--- src/rtl/mem_access_ctrl_pkg.sv ---
// Shared definitions for the load/store memory access controller:
// operation and state encodings, lane widths and operation decode helpers.
package mem_access_ctrl_pkg;

  localparam int unsigned BYTE  = 8;
  localparam int unsigned HALF  = 16;
  localparam int unsigned WORD  = 32;
  localparam int unsigned OP_W  = 4;
  localparam int unsigned STRB_W = 4;
  localparam int unsigned CNT_W = 8;

  typedef enum logic [OP_W-1:0] {
    LD_B  = 4'h0,
    LD_H  = 4'h1,
    LD_W  = 4'h2,
    LD_BU = 4'h4,
    LD_HU = 4'h5,
    ST_B  = 4'h8,
    ST_H  = 4'h9,
    ST_W  = 4'hA
  } mem_op_e;

  typedef enum logic [1:0] {
    IDLE = 2'd0,
    BUS  = 2'd1,
    RESP = 2'd2
  } state_e;

  typedef struct packed {
    logic              we;
    logic [WORD-1:0]   addr;
    logic [STRB_W-1:0] wstrb;
    logic [WORD-1:0]   wdata;
  } bus_cmd_t;

  function automatic logic op_legal(input logic [OP_W-1:0] op);
    case (op)
      LD_B, LD_H, LD_W, LD_BU, LD_HU, ST_B, ST_H, ST_W: return 1'b1;
      default:                                          return 1'b0;
    endcase
  endfunction

  function automatic logic op_store(input logic [OP_W-1:0] op);
    return (op == ST_B) || (op == ST_H) || (op == ST_W);
  endfunction

  function automatic logic op_misaligned(input logic [OP_W-1:0] op, input logic [1:0] off);
    case (op)
      LD_H, LD_HU, ST_H: return off[0];
      LD_W, ST_W:        return |off;
      default:           return 1'b0;
    endcase
  endfunction

endpackage

--- src/rtl/mem_lane_align.sv ---
// Combinational lane logic: store strobe/data replication from the incoming
// request and load byte/half extraction with sign or zero extension.
module mem_lane_align
  import mem_access_ctrl_pkg::*;
(
  input  logic [OP_W-1:0]   st_op,
  input  logic [1:0]        st_off,
  input  logic [WORD-1:0]   st_data,
  output logic [STRB_W-1:0] wstrb_c,
  output logic [WORD-1:0]   wdata_c,
  input  logic [OP_W-1:0]   ld_op,
  input  logic [1:0]        ld_off,
  input  logic [WORD-1:0]   ld_word,
  output logic [WORD-1:0]   rdata_c
);

  logic [BYTE-1:0] ld_byte;
  logic [HALF-1:0] ld_half;

  always_comb begin
    wstrb_c = '0;
    wdata_c = '0;
    case (st_op)
      ST_B: begin
        wstrb_c = 4'b0001 << st_off;
        wdata_c = {4{st_data[BYTE-1:0]}};
      end
      ST_H: begin
        wstrb_c = 4'b0011 << {st_off[1], 1'b0};
        wdata_c = {2{st_data[HALF-1:0]}};
      end
      ST_W: begin
        wstrb_c = 4'b1111;
        wdata_c = st_data;
      end
      default: ;
    endcase
  end

  // Stores and illegal ops yield zero so the response data is clean.
  always_comb begin
    ld_byte = BYTE'(ld_word >> {ld_off, 3'b000});
    ld_half = HALF'(ld_word >> {ld_off[1], 4'b0000});
    rdata_c = '0;
    case (ld_op)
      LD_B:  rdata_c = {{(WORD-BYTE){ld_byte[BYTE-1]}}, ld_byte};
      LD_BU: rdata_c = {{(WORD-BYTE){1'b0}}, ld_byte};
      LD_H:  rdata_c = {{(WORD-HALF){ld_half[HALF-1]}}, ld_half};
      LD_HU: rdata_c = {{(WORD-HALF){1'b0}}, ld_half};
      LD_W:  rdata_c = ld_word;
      default: ;
    endcase
  end

endmodule

--- src/rtl/mem_access_ctrl.sv ---
// Load/store unit bus controller: IDLE -> BUS -> RESP handshake with
// alignment checking. Optional bus-wait timeout enabled by MEM_TIMEOUT_EN.
module mem_access_ctrl
  import mem_access_ctrl_pkg::*;
#(
  parameter int unsigned TIMEOUT_CYC = 255
) (
  input  logic              cpu_clk,
  input  logic              cpu_rst,
  input  logic              req_valid,
  output logic              req_ready,
  input  logic [OP_W-1:0]   req_op,
  input  logic [WORD-1:0]   req_addr,
  input  logic [WORD-1:0]   req_wdata,
  output logic              bus_req,
  output logic              bus_we,
  output logic [WORD-1:0]   bus_addr,
  output logic [STRB_W-1:0] bus_wstrb,
  output logic [WORD-1:0]   bus_wdata,
  input  logic              bus_ack,
  input  logic [WORD-1:0]   bus_rdata,
  output logic              rsp_valid,
  output logic [WORD-1:0]   rsp_rdata,
  output logic              rsp_ale,
  output logic              rsp_timeout
);

  state_e            state;
  bus_cmd_t          bus_q;
  logic [OP_W-1:0]   op_q;
  logic [1:0]        off_q;
  logic [STRB_W-1:0] wstrb_c;
  logic [WORD-1:0]   wdata_c;
  logic [WORD-1:0]   rdata_c;
  logic              accept;

`ifdef MEM_TIMEOUT_EN
  localparam logic [CNT_W-1:0] TO_LAST = CNT_W'(TIMEOUT_CYC - 1);
  logic [CNT_W-1:0] to_cnt;
`else
  assign rsp_timeout = 1'b0;
`endif

  assign accept    = req_valid & req_ready;
  assign bus_we    = bus_q.we;
  assign bus_addr  = bus_q.addr;
  assign bus_wstrb = bus_q.wstrb;
  assign bus_wdata = bus_q.wdata;

  mem_lane_align u_align (
    .st_op   (req_op),
    .st_off  (req_addr[1:0]),
    .st_data (req_wdata),
    .wstrb_c (wstrb_c),
    .wdata_c (wdata_c),
    .ld_op   (op_q),
    .ld_off  (off_q),
    .ld_word (bus_rdata),
    .rdata_c (rdata_c)
  );

  // Bus command is cleared on leaving BUS so strobes read zero outside it.
  always_ff @(posedge cpu_clk) begin
    if (cpu_rst) begin
      state     <= IDLE;
      req_ready <= 1'b1;
      op_q      <= '0;
      off_q     <= '0;
      bus_req   <= 1'b0;
      bus_q     <= '0;
      rsp_valid <= 1'b0;
      rsp_rdata <= '0;
      rsp_ale   <= 1'b0;
`ifdef MEM_TIMEOUT_EN
      rsp_timeout <= 1'b0;
      to_cnt      <= '0;
`endif
    end else begin
      case (state)
        IDLE: begin
          if (accept) begin
            op_q      <= req_op;
            off_q     <= req_addr[1:0];
            req_ready <= 1'b0;
            if (!op_legal(req_op)) begin
              state     <= RESP;
              rsp_valid <= 1'b1;
            end else if (op_misaligned(req_op, req_addr[1:0])) begin
              state     <= RESP;
              rsp_valid <= 1'b1;
              rsp_ale   <= 1'b1;
            end else begin
              state       <= BUS;
              bus_req     <= 1'b1;
              bus_q.we    <= op_store(req_op);
              bus_q.addr  <= {req_addr[WORD-1:2], 2'b00};
              bus_q.wstrb <= wstrb_c;
              bus_q.wdata <= wdata_c;
`ifdef MEM_TIMEOUT_EN
              to_cnt      <= '0;
`endif
            end
          end
        end
        BUS: begin
          if (bus_ack) begin
            state     <= RESP;
            bus_req   <= 1'b0;
            bus_q     <= '0;
            rsp_valid <= 1'b1;
            rsp_rdata <= rdata_c;
          end
`ifdef MEM_TIMEOUT_EN
          else if (to_cnt == TO_LAST) begin
            state       <= RESP;
            bus_req     <= 1'b0;
            bus_q       <= '0;
            rsp_valid   <= 1'b1;
            rsp_timeout <= 1'b1;
          end else begin
            to_cnt <= to_cnt + CNT_W'(1);
          end
`endif
        end
        RESP: begin
          state     <= IDLE;
          req_ready <= 1'b1;
          rsp_valid <= 1'b0;
          rsp_rdata <= '0;
          rsp_ale   <= 1'b0;
`ifdef MEM_TIMEOUT_EN
          rsp_timeout <= 1'b0;
`endif
        end
        default: begin
          state     <= IDLE;
          req_ready <= 1'b1;
        end
      endcase
    end
  end

endmodule
--- config.mk ---
export PLATFORM = sky130hd
export DESIGN_NAME = mem_access_ctrl
export DESIGN_NICKNAME = d
export VERILOG_FILES = /design/src/rtl/mem_access_ctrl_pkg.sv /design/src/rtl/mem_lane_align.sv /design/src/rtl/mem_access_ctrl.sv
export SDC_FILE = /design/constraint.sdc
export NUM_CORES = 1
export LEC_CHECK = 0
export ABC_AREA = 0
export CAP_MARGIN = 20
export CELL_PAD_IN_SITES_DETAIL_PLACEMENT = 0
export CELL_PAD_IN_SITES_GLOBAL_PLACEMENT = 1
export CORE_MARGIN = 3
export CORE_UTILIZATION = 49
export CTS_CLUSTER_SIZE = 8
export DETAILED_ROUTE_END_ITERATION = 8
export DONT_BUFFER_PORTS = 1
export PLACE_DENSITY = 0.88
export SLEW_MARGIN = 40
export SYNTH_ARGS = -nofsm -noshare
export SYNTH_HDL_FRONTEND = slang
export SYNTH_SLANG_ARGS = --single-unit
--- constraint.sdc ---
create_clock -name cpu_clk -period 5.2 [get_ports cpu_clk]
set_clock_uncertainty 0.2 [all_clocks]
set_input_delay 0.52 -clock cpu_clk [delete_from_list [all_inputs] [get_ports cpu_clk]]
set_output_delay 0.52 -clock cpu_clk [all_outputs]
set_load 0.05 [all_outputs]
==> results of run 1 <==
==> logic make-up (layout without fill, tap and decap cells) <==
kind of cell,Yosys count,in the layout,share of synthesized area
DFF,111,111,0.494
other,1,3,0.000834
muxes,16,16,0.0387
and+or+nand+nor,83,83,0.0974
AOI/OAI and AO/OA,198,198,0.326
buffers and inverters,44,28,0.0426
==> metrics by stage <==
stage          setup WS (ns)  area, um2  std cells  hold slack, ns  power (mW)
6_report                2.38       4760        547          0.0235        1.67
5_1_grt                 2.15       4760        547         0.00824        1.75
4_1_cts                 2.38       4750        546        0.000904        1.68
3_5_place_dp            2.37       4530        528           0.347        1.18
3_3_place_gp            2.13       4510        528           0.335        1.18
2_1_floorplan           2.76       4500        455           0.288        1.15
==> state kept, by name, summed over array words and instances (netlist names) <==
signal     cells
bus_wdata     32
rsp_rdata     32
bus_addr      30
bus_wstrb      4
op_q           4
off_q          2
state          2
bus_req        1
bus_we         1
req_ready      1
rsp_ale        1
rsp_valid      1
==> final timing paths <==
kind                    to  slack, ns  cells after the start
max          bus_wdata[24]       2.38                      5
min               state[1]       0.02                      1
max reg2reg  bus_wdata[24]       2.38                      5
min reg2reg       off_q[0]       0.38                      2
==> placed cells by master (no fill, tap or decap), types with 2 or more instances in the layout <==
cell type / count
nor2b_1: 14
nand3_1: 3
nor4b_2: 2
nand2b_1: 2
or2_2: 2
inv_6: 2
nand2_1: 33
dfxtp_1: 110
conb_1: 3
inv_1: 4
clkinv_8: 2
mux2i_1: 14
buf_4: 5
a22o_1: 63
dlygate4sd3_1: 3
a21oi_1: 47
o221ai_1: 7
nor3_1: 5
o31ai_1: 2
nor2_1: 8
and3b_1: 2
o21ai_0: 33
a21o_1: 2
a221o_1: 17
clkbuf_8: 9
or3b_2: 2
o2bb2ai_1: 18
o21bai_1: 2
==> per-layer routing <==
metal  share of wire  vias to the layer above  GRT usage
met4           0.018                        0     0.0634
li1                -                     1673          -
met3            0.10                       15     0.0833
met1            0.42                     1612      0.276
met5               0                        -          0
met2            0.46                      171      0.330
==> power by group through the flow <==
stage	sequential [mW]	clock, mW	combinational, mW
3_5_place_dp	1.02	0	0.159
2_1_floorplan	1.01	0	0.148
3_3_place_gp	1.02	0	0.154
6_report	1.00	0.509	0.163
5_1_grt	1.01	0.562	0.183
4_1_cts	1.00	0.520	0.162
==> critical path: stages, from the launching register on <==
cell and delay, ns:
dfxtp_1 0.69, nand3b_1 0.43, a2111oi_4 0.31, buf_4 0.36, and2_2 0.56, a22o_1 0.21
==> final cells by class <==
type,count,area [um2],area share
repair buffers,8,67.6,0.0142
multi-input cells,300,2120,0.445
inverters,4,15.0,0.00315
clock inverters,7,77.6,0.0163
clock buffers,9,124,0.0260
well taps,108,135,0.0284
flip-flops and latches,111,2220,0.467
==> metrics, run 1 <==
Arr. time, crit path=about 3 ns; Clock Power Share=0.304; Num CTS Buffers=9; endpoints failing setup=0; EDFF count, synth=0; Peak Freq=approximately 350 MHz; post-route ant nets=0; root buf cell=clkbuf_8; Critical Path Fanout Max=33; cells after synthesis=about 450; worst-skew pair later-pin latency=between 0.3 and 0.4 ns; Post-CTS Setup Inserts=0; HP Start=cpu_rst; initial antenna violation count=0; internal power=1.14 mW; Yosys top cell by area=dfxtp_1; Final Core Density=0.541; DP Wirelength=about 8.4 mm; Die H=about 100 um; Die Area=10400 um2; RSZ-0062 raised after global routing=false; nets@finish=538; initial cell density of the core=0.511; core area=8810 um2; CTS hold repair buffers=2; VDD IR max=0.175 mV; num rows=34; fill count=817; synth cell count leaders=dfxtp_1, a22o_1, a21oi_1, nand2_1, o21ai_0; TNS Setup=0 ns; Tightest Hold Check Type=in -> reg; Top FF cell, synth=dfxtp_1; clock-pin slew on the worst setup and hold paths=0.11 ns; Synth Register Bits=111; PD cells=352 nW/um2; grt total ovfl=0; Final min period=2.82 ns; final worst-path cycle share=0.542; I/O pin count=210; startpoint types=flip-flop; Die X=~100 um; antenna diode count=0; 1st-pass router iterations=4; post-synth top area share=0.494; synthesis-to-finish area growth=5.96%; H-Tree Depth=3; slew margin rel.=0.547; GP Congestion=around 0.87; status=finished clean; largest net degree at the start of global routing=69; largest cells by area after synthesis=dfxtp_1, a22o_1, a21oi_1; ratio of cells with drive above 1 in the final layout=0.0843; yosys warns=0; drt via density=~6.3; post-CTS sizing=0; most common cell in the netlist=dfxtp_1; sequential share of power=0.599; Sinks on Clock Net=111; r2r startpoint=req_ready; DRC errors left=0; async set-reset flop share out of synthesis=0; max-slew violations=0; Critical Path Start=req_ready; clock buffer depth=2; WL/cell=21.1 um; final hold vios=0; CP required=5.32 ns; Total GRT Usage=0.213; Psw=about 0.54 mW; Post-Syn Area per Cell=approximately 10 um2; first-pass GRT wire length=about 17 mm; Max Cap Viol=0; DR iter-0 viols=184; number of global-route vias before repair=~3300; I/O Buffers=0; count of different cell masters after synthesis=43; crit end category=flip-flop; Mapped Area=4500 um2; CTS tree=done; switching power share of the total=0.321; via count=3471; leakage=1.71 nW; sequential area share after synthesis=0.494; Worst-Margin Slew=just under 0.7 ns; Worst Setup Path Type=reg -> reg; WL final=11.5 mm; Logic pwr share=0.097
Note: power is estimated with default switching activity, not from simulation.
==> run 2: changes to the inputs <==
CORE_UTILIZATION = 45   (was 49)
PLACE_DENSITY = 0.82   (was 0.88)
clock period = 2.9 ns   (was 5.2 ns; I/O delays follow)
==> run 2 against run 1 <==
Net effect:
- maximum frequency up 24%
- highest routed layer unchanged
- critical endpoint is now op_q[2]
- combinational power rose to 2.6 times the previous value
- worst setup slack worse by 1.7 ns
- final area up 18%
- count of clock-buffer cells in the layout unchanged
- critical path type unchanged
==> metrics, run 2 (same netlist as run 1, synthesis figures left out) <==
grt total ovfl=0 (unchanged); first-pass GRT wire length=21.9 mm (+27%); post-route cell area=5630 um2 (+18%); Die X=106 um (+4.1%); WL final=13.6 mm (+18%); leakage=2.08 nW (+21%); num rows=35 (+2.9%); Post-CTS Setup Inserts=0 (unchanged); startpoint types=flip-flop; H-Tree Depth=3 (unchanged); Peak Freq=441 MHz (+24%); Critical Path Fanout Max=11 (-67%); number of global-route vias before repair=4073 (+25%); 1st-pass router iterations=4 (unchanged); slew margin rel.=0.513 (-0.0344); Worst-Margin Slew=0.729 ns (+0.0492 ns); commonest non-fill, non-tap cell in the layout=dfxtp_1; Num CTS Buffers=9 (unchanged); commonest cells after routing, fill and taps aside=dfxtp_1, dlygate4sd3_1, a22o_1; Total GRT Usage=0.244 (+0.0307); I/O pin count=210 (unchanged); endpoints failing setup=0 (unchanged); Die H=106 um (+4.1%); VDD IR max=0.282 mV (+61%); Max Cap Viol=0 (unchanged); clock-pin slew on the worst setup and hold paths=0.12 ns (about the same); via count=4044 (+17%); WL/cell=20.6 um (-2.0%); final hold vios=0 (unchanged); Worst Setup Path Type=reg -> reg; DRC errors left=0 (unchanged); nets@finish=626 (+16%); CP required=3.01 ns (-2.31 ns); worst-skew pair later-pin latency=0.37 ns (about the same); DP Area=4590 um2 (+1.2%); I/O Buffers=0 (unchanged); core area=9460 um2 (+7.4%); Sinks on Clock Net=111 (unchanged); GP Congestion=0.833 (-4.5%); CTS tree=done; root buf cell=clkbuf_8; initial antenna violation count=1 (+1); PD cells=546 nW/um2 (+55%); DP Wirelength=8.64 mm (+3.4%); post-route ant nets=0 (unchanged); Arr. time, crit path=2.38 ns (-0.56 ns); CP max-delay cell=dlygate4sd3_1; clock buffer depth=2 (unchanged); TNS Setup=0 ns (unchanged); Tightest Hold Check Type=in -> reg; largest net degree at the start of global routing=69 (unchanged); fill count=816 (-0.12%); synthesis-to-finish area growth=25.2%; max-slew violations=0 (unchanged); drt via density=6.16 (-3.0%); status=finished clean; final worst-path cycle share=0.781 (+0.239); Final min period=2.27 ns (-0.552 ns); Pwr Total=3.07 mW (+83%); critical path, cell by cell=nand3b_1 > nor2_1 > nand2_1 > a21oi_1 > dlygate4sd3_1; RSZ-0062 raised after global routing=false; r2r setup slk=0.63 ns (-1.75 ns); Die Area=11200 um2 (+8.4%); crit end category=flip-flop; DR iter-0 viols=256 (+39%); CP max stage delay=0.57 ns (-0.12 ns); ratio of cells with drive above 1 in the final layout=0.0759 (-0.00838); initial cell density of the core=0.475 (-0.0352)
run 2: changes by cell type in the layout (fill, tap and decap cells not counted), sizes merged:
| cell | before | now |
|---|---|---|
| diode | 0 | 1 |
| buf | 5 | 10 |
| dlygate4sd3 | 3 | 86 |
run 2: layer usage:
metal / share of wire / global-route usage
met2: 0.48 / 0.403
met1: 0.38 / 0.288
met5: 0 / 0
met3: 0.11 / 0.101
met4: 0.025 / 0.0823
run 2: critical path: cells and delay by family (launching register included):
family	cells	cell delay (ns)
DFF	1	0.39
and+or+nand+nor	3	0.93
buffers and inverters	1	0.57
AOI/OAI and AO/OA	1	0.13
run 2: what timing repair did:
| item | 4_1_cts | 5_1_grt |
|---|---|---|
| hold buffers | 86 | 0 |
| resized for setup | 0 | 0 |
| hold endpoints to repair | 108 | 0 |
run 2: path summary, 6_finish.rpt:
path	from	end	cells past startpoint
hold / removal	req_op[0]	bus_wdata[25]	2
setup / recovery	state[0]	op_q[2]	5
hold reg to reg	off_q[0]	off_q[0]	2
setup reg to reg	state[0]	op_q[2]	5
run 2: layout make-up:
cell class                      count  area, um2  area share
Timing Repair Buffer               96        936       0.166
Tap cell                          129        161      0.0287
Clock buffer                        9        124      0.0220
Inverter                            4       15.0     0.00267
Antenna cell                        1       2.50    0.000444
Sequential cell                   111       2220       0.395
Multi-Input combinational cell    300       2110       0.376
Clock inverter                      7       55.1     0.00978
run 2: power by group:
| part | switching (mW) | internal, mW |
|---|---|---|
| Sequential | 0.206 | 1.58 |
| Clock | 0.544 | 0.324 |
| Combinational | 0.221 | 0.200 |
| Total | 0.971 | 2.10 |
run 2: metrics by stage:
step / hold slack, ns / cells / worst slack (ns) / utilization
2_1_floorplan: 0.216 / 455 / 0.656 / -
3_3_place_gp: 0.166 / 554 / 0.664 / 0.484
3_5_place_dp: 0.167 / 554 / 0.713 / 0.485
4_1_cts: 0.000638 / 656 / 0.653 / 0.595
5_1_grt: 0.0208 / 657 / 0.437 / 0.595
6_report: 0.0153 / 657 / 0.635 / 0.595
==> run 3: changes to the inputs <==
CORE_UTILIZATION = 41   (was 45)
PLACE_DENSITY = 0.79   (was 0.82)
clock period = 1.83 ns   (was 2.9 ns; I/O delays follow)
==> run 3 against run 2 <==
Net effect:
- critical path type is now in -> reg
- die area is 9.2% higher
- power grew 69%
- flip-flop and latch count unchanged
- the flow now finishes with violations (hold timing, setup timing)
==> metrics, run 3 (same netlist as run 1, synthesis figures left out) <==
Max Cap Viol=0 (unchanged); worst-skew pair later-pin latency=0.38 ns (about the same); Logic pwr share=0.183 (+0.046); nets@finish=694 (+11%); status=complete, but fails checks; num rows=37 (+5.7%); number of global-route vias before repair=4125 (+1.3%); FF/Latch Area=2230 um2 (+0.56%); Worst-Margin Slew=0.718 ns (-0.0112 ns); Setup WS post-layout=-0.00490 ns (-0.639 ns); final hold vios=1 (+1); antenna diode count=0 (-1); post-route ant nets=0 (unchanged); Psw=1.66 mW (+71%); synthesis-to-finish area growth=44.0%; commonest cells after routing, fill and taps aside=dlygate4sd3_1, dfxtp_1, a22o_1; commonest non-fill, non-tap cell in the layout=dlygate4sd3_1; max-slew violations=0 (unchanged); CP required=1.89 ns (-1.12 ns); first-pass GRT wire length=22.1 mm (+0.95%); Worst Setup Path Type=in -> reg; final worst-path cycle share=1.00; failing checks=hold timing, setup timing; grt total ovfl=0 (unchanged); VDD IR max=0.412 mV (+46%); 1st-pass router iterations=7 (+3); CTS tree=done; GP Congestion=0.894 (+7.4%); fill count=818 (+0.25%); initial cell density of the core=0.428 (-0.0475); DP Area=4930 um2 (+7.5%); I/O pin count=210 (unchanged); post-route cell area=6470 um2 (+15%); largest net degree at the start of global routing=36 (-48%); DRC errors left=0 (unchanged); Tightest Hold Check Type=in -> reg; DR iter-0 viols=279 (+9.0%); RSZ-0062 raised after global routing=true; Sinks on Clock Net=111 (unchanged); I/O Buffers=0 (unchanged); Total GRT Usage=0.218 (-0.0261); Final min period=about 1.8 ns; initial antenna violation count=0 (-1); Arr. time, crit path=1.90 ns (-0.48 ns); Final Core Density=0.616 (+0.0209); Critical Path Fanout Max=24 (+13); clock-pin slew on the worst setup and hold paths=0.10 ns (-0.02 ns); Die X=111 um (+4.5%); crit end category=flip-flop; Peak Freq=about 540 MHz; endpoints failing setup=4 (+4); Num CTS Buffers=9 (unchanged); slew margin rel.=0.520 (+0.00747); Clock Power Share=0.279 (-0.003); Die Area=12300 um2 (+9.2%); clock buffer depth=2 (unchanged); core area=10500 um2 (+11%); Die H=111 um (+4.5%); switching power share of the total=0.321 (+0.00482); H-Tree Depth=3 (unchanged); root buf cell=clkbuf_8; leakage=2.46 nW (+18%); area of the multi-input gates=2220 um2 (+5.0%); DP Wirelength=9.21 mm (+6.5%); Worst Hold Margin=-0.0229 ns (-0.0382 ns); WL/cell=20.1 um (-2.6%); via count=4258 (+5.3%); drt via density=5.82 (-5.4%); PD cells=800 nW/um2 (+47%); sequential share of power=0.538 (-0.043); startpoint types=input port; internal power=3.52 mW (+67%); Pwr Total=5.18 mW (+69%); WL final=14.7 mm (+8.3%); ratio of cells with drive above 1 in the final layout=0.165 (+0.0888)
==> run 3: cell count changes in the layout (fill, tap and decap cells not counted), sizes merged <==
cell and change:
diode -1, clkinv -1, clkbuf +2, dlygate4sd3 +29, clkinvlp -1, buf +37
inv +2
==> run 3: area by class of cell <==
type                       instances  area share
inverter                           4     0.00232
sequential                       111       0.345
timing repair buffer             164       0.254
clock buffer                       9      0.0191
multi-input combinational        300       0.343
clock inverter                     7      0.0106
tap                              136      0.0263
==> run 3: metrics by stage <==
stage / hold slack [ns] / setup TNS (ns) / std cells / worst slack (ns)
2_1_floorplan: 0.104 / -3.46 / 455 / -0.0999
3_3_place_gp: 0.0605 / -1.55 / 596 / -0.0745
3_5_place_dp: 0.0613 / -3.56 / 596 / -0.0878
4_1_cts: -0.353 / -0.0317 / 715 / -0.0213
5_1_grt: 0.00609 / -2.54 / 731 / -0.104
6_report: -0.0229 / -0.0128 / 731 / -0.00490
==> run 3: final timing paths <==
path / start / endpoint / slack [ns] / cells past startpoint
worst max-delay path: cpu_rst / rsp_rdata[19] / -0.005 / 4
worst min-delay path: req_valid / req_ready / -0.02 / 2
worst max register to register: op_q[3] / rsp_rdata[22] / -0.005 / 6
worst min register to register: bus_wdata[14] / bus_wdata[14] / 0.29 / 1
==> run 3: worst max-delay path, cell delays in order <==
cell and delay (ns):
dlygate4sd3_1 1.00, nor3_2 0.14, buf_12 0.19, a221o_1 0.36
==> run 3: timing repair <==
| item | in CTS | in global routing |
|---|---|---|
| resized for setup | 11 | 24 |
| pin swaps | 0 | 11 |
| cloned | 0 | 2 |
| setup endpoints to repair | 25 | 69 |
| buffers inserted | 0 | 2 |
| hold endpoints to repair | 109 | 29 |
| hold buffers | 103 | 13 |
==> run 3: power by group through the flow <==
stage	Combinational, mW	Clock [mW]	Sequential [mW]
after floorplan	0.433	0	2.86
after global placement	0.617	0	2.84
after detailed placement	0.628	0	2.84
after CTS	0.854	1.48	2.78
after global routing	1.02	1.59	2.80
final	0.946	1.44	2.79
==> run 3: metal layers <==
| layer | up-vias | GRT usage | routed length (um) | share of wire |
|---|---|---|---|---|
| li1 | 1999 | - | - | - |
| met4 | 0 | 0.0567 | 196 | 0.013 |
| met1 | 2007 | 0.275 | 6030 | 0.41 |
| met3 | 21 | 0.0819 | 1360 | 0.092 |
| met2 | 231 | 0.353 | 7100 | 0.48 |
| met5 | - | 0 | 0 | 0 |
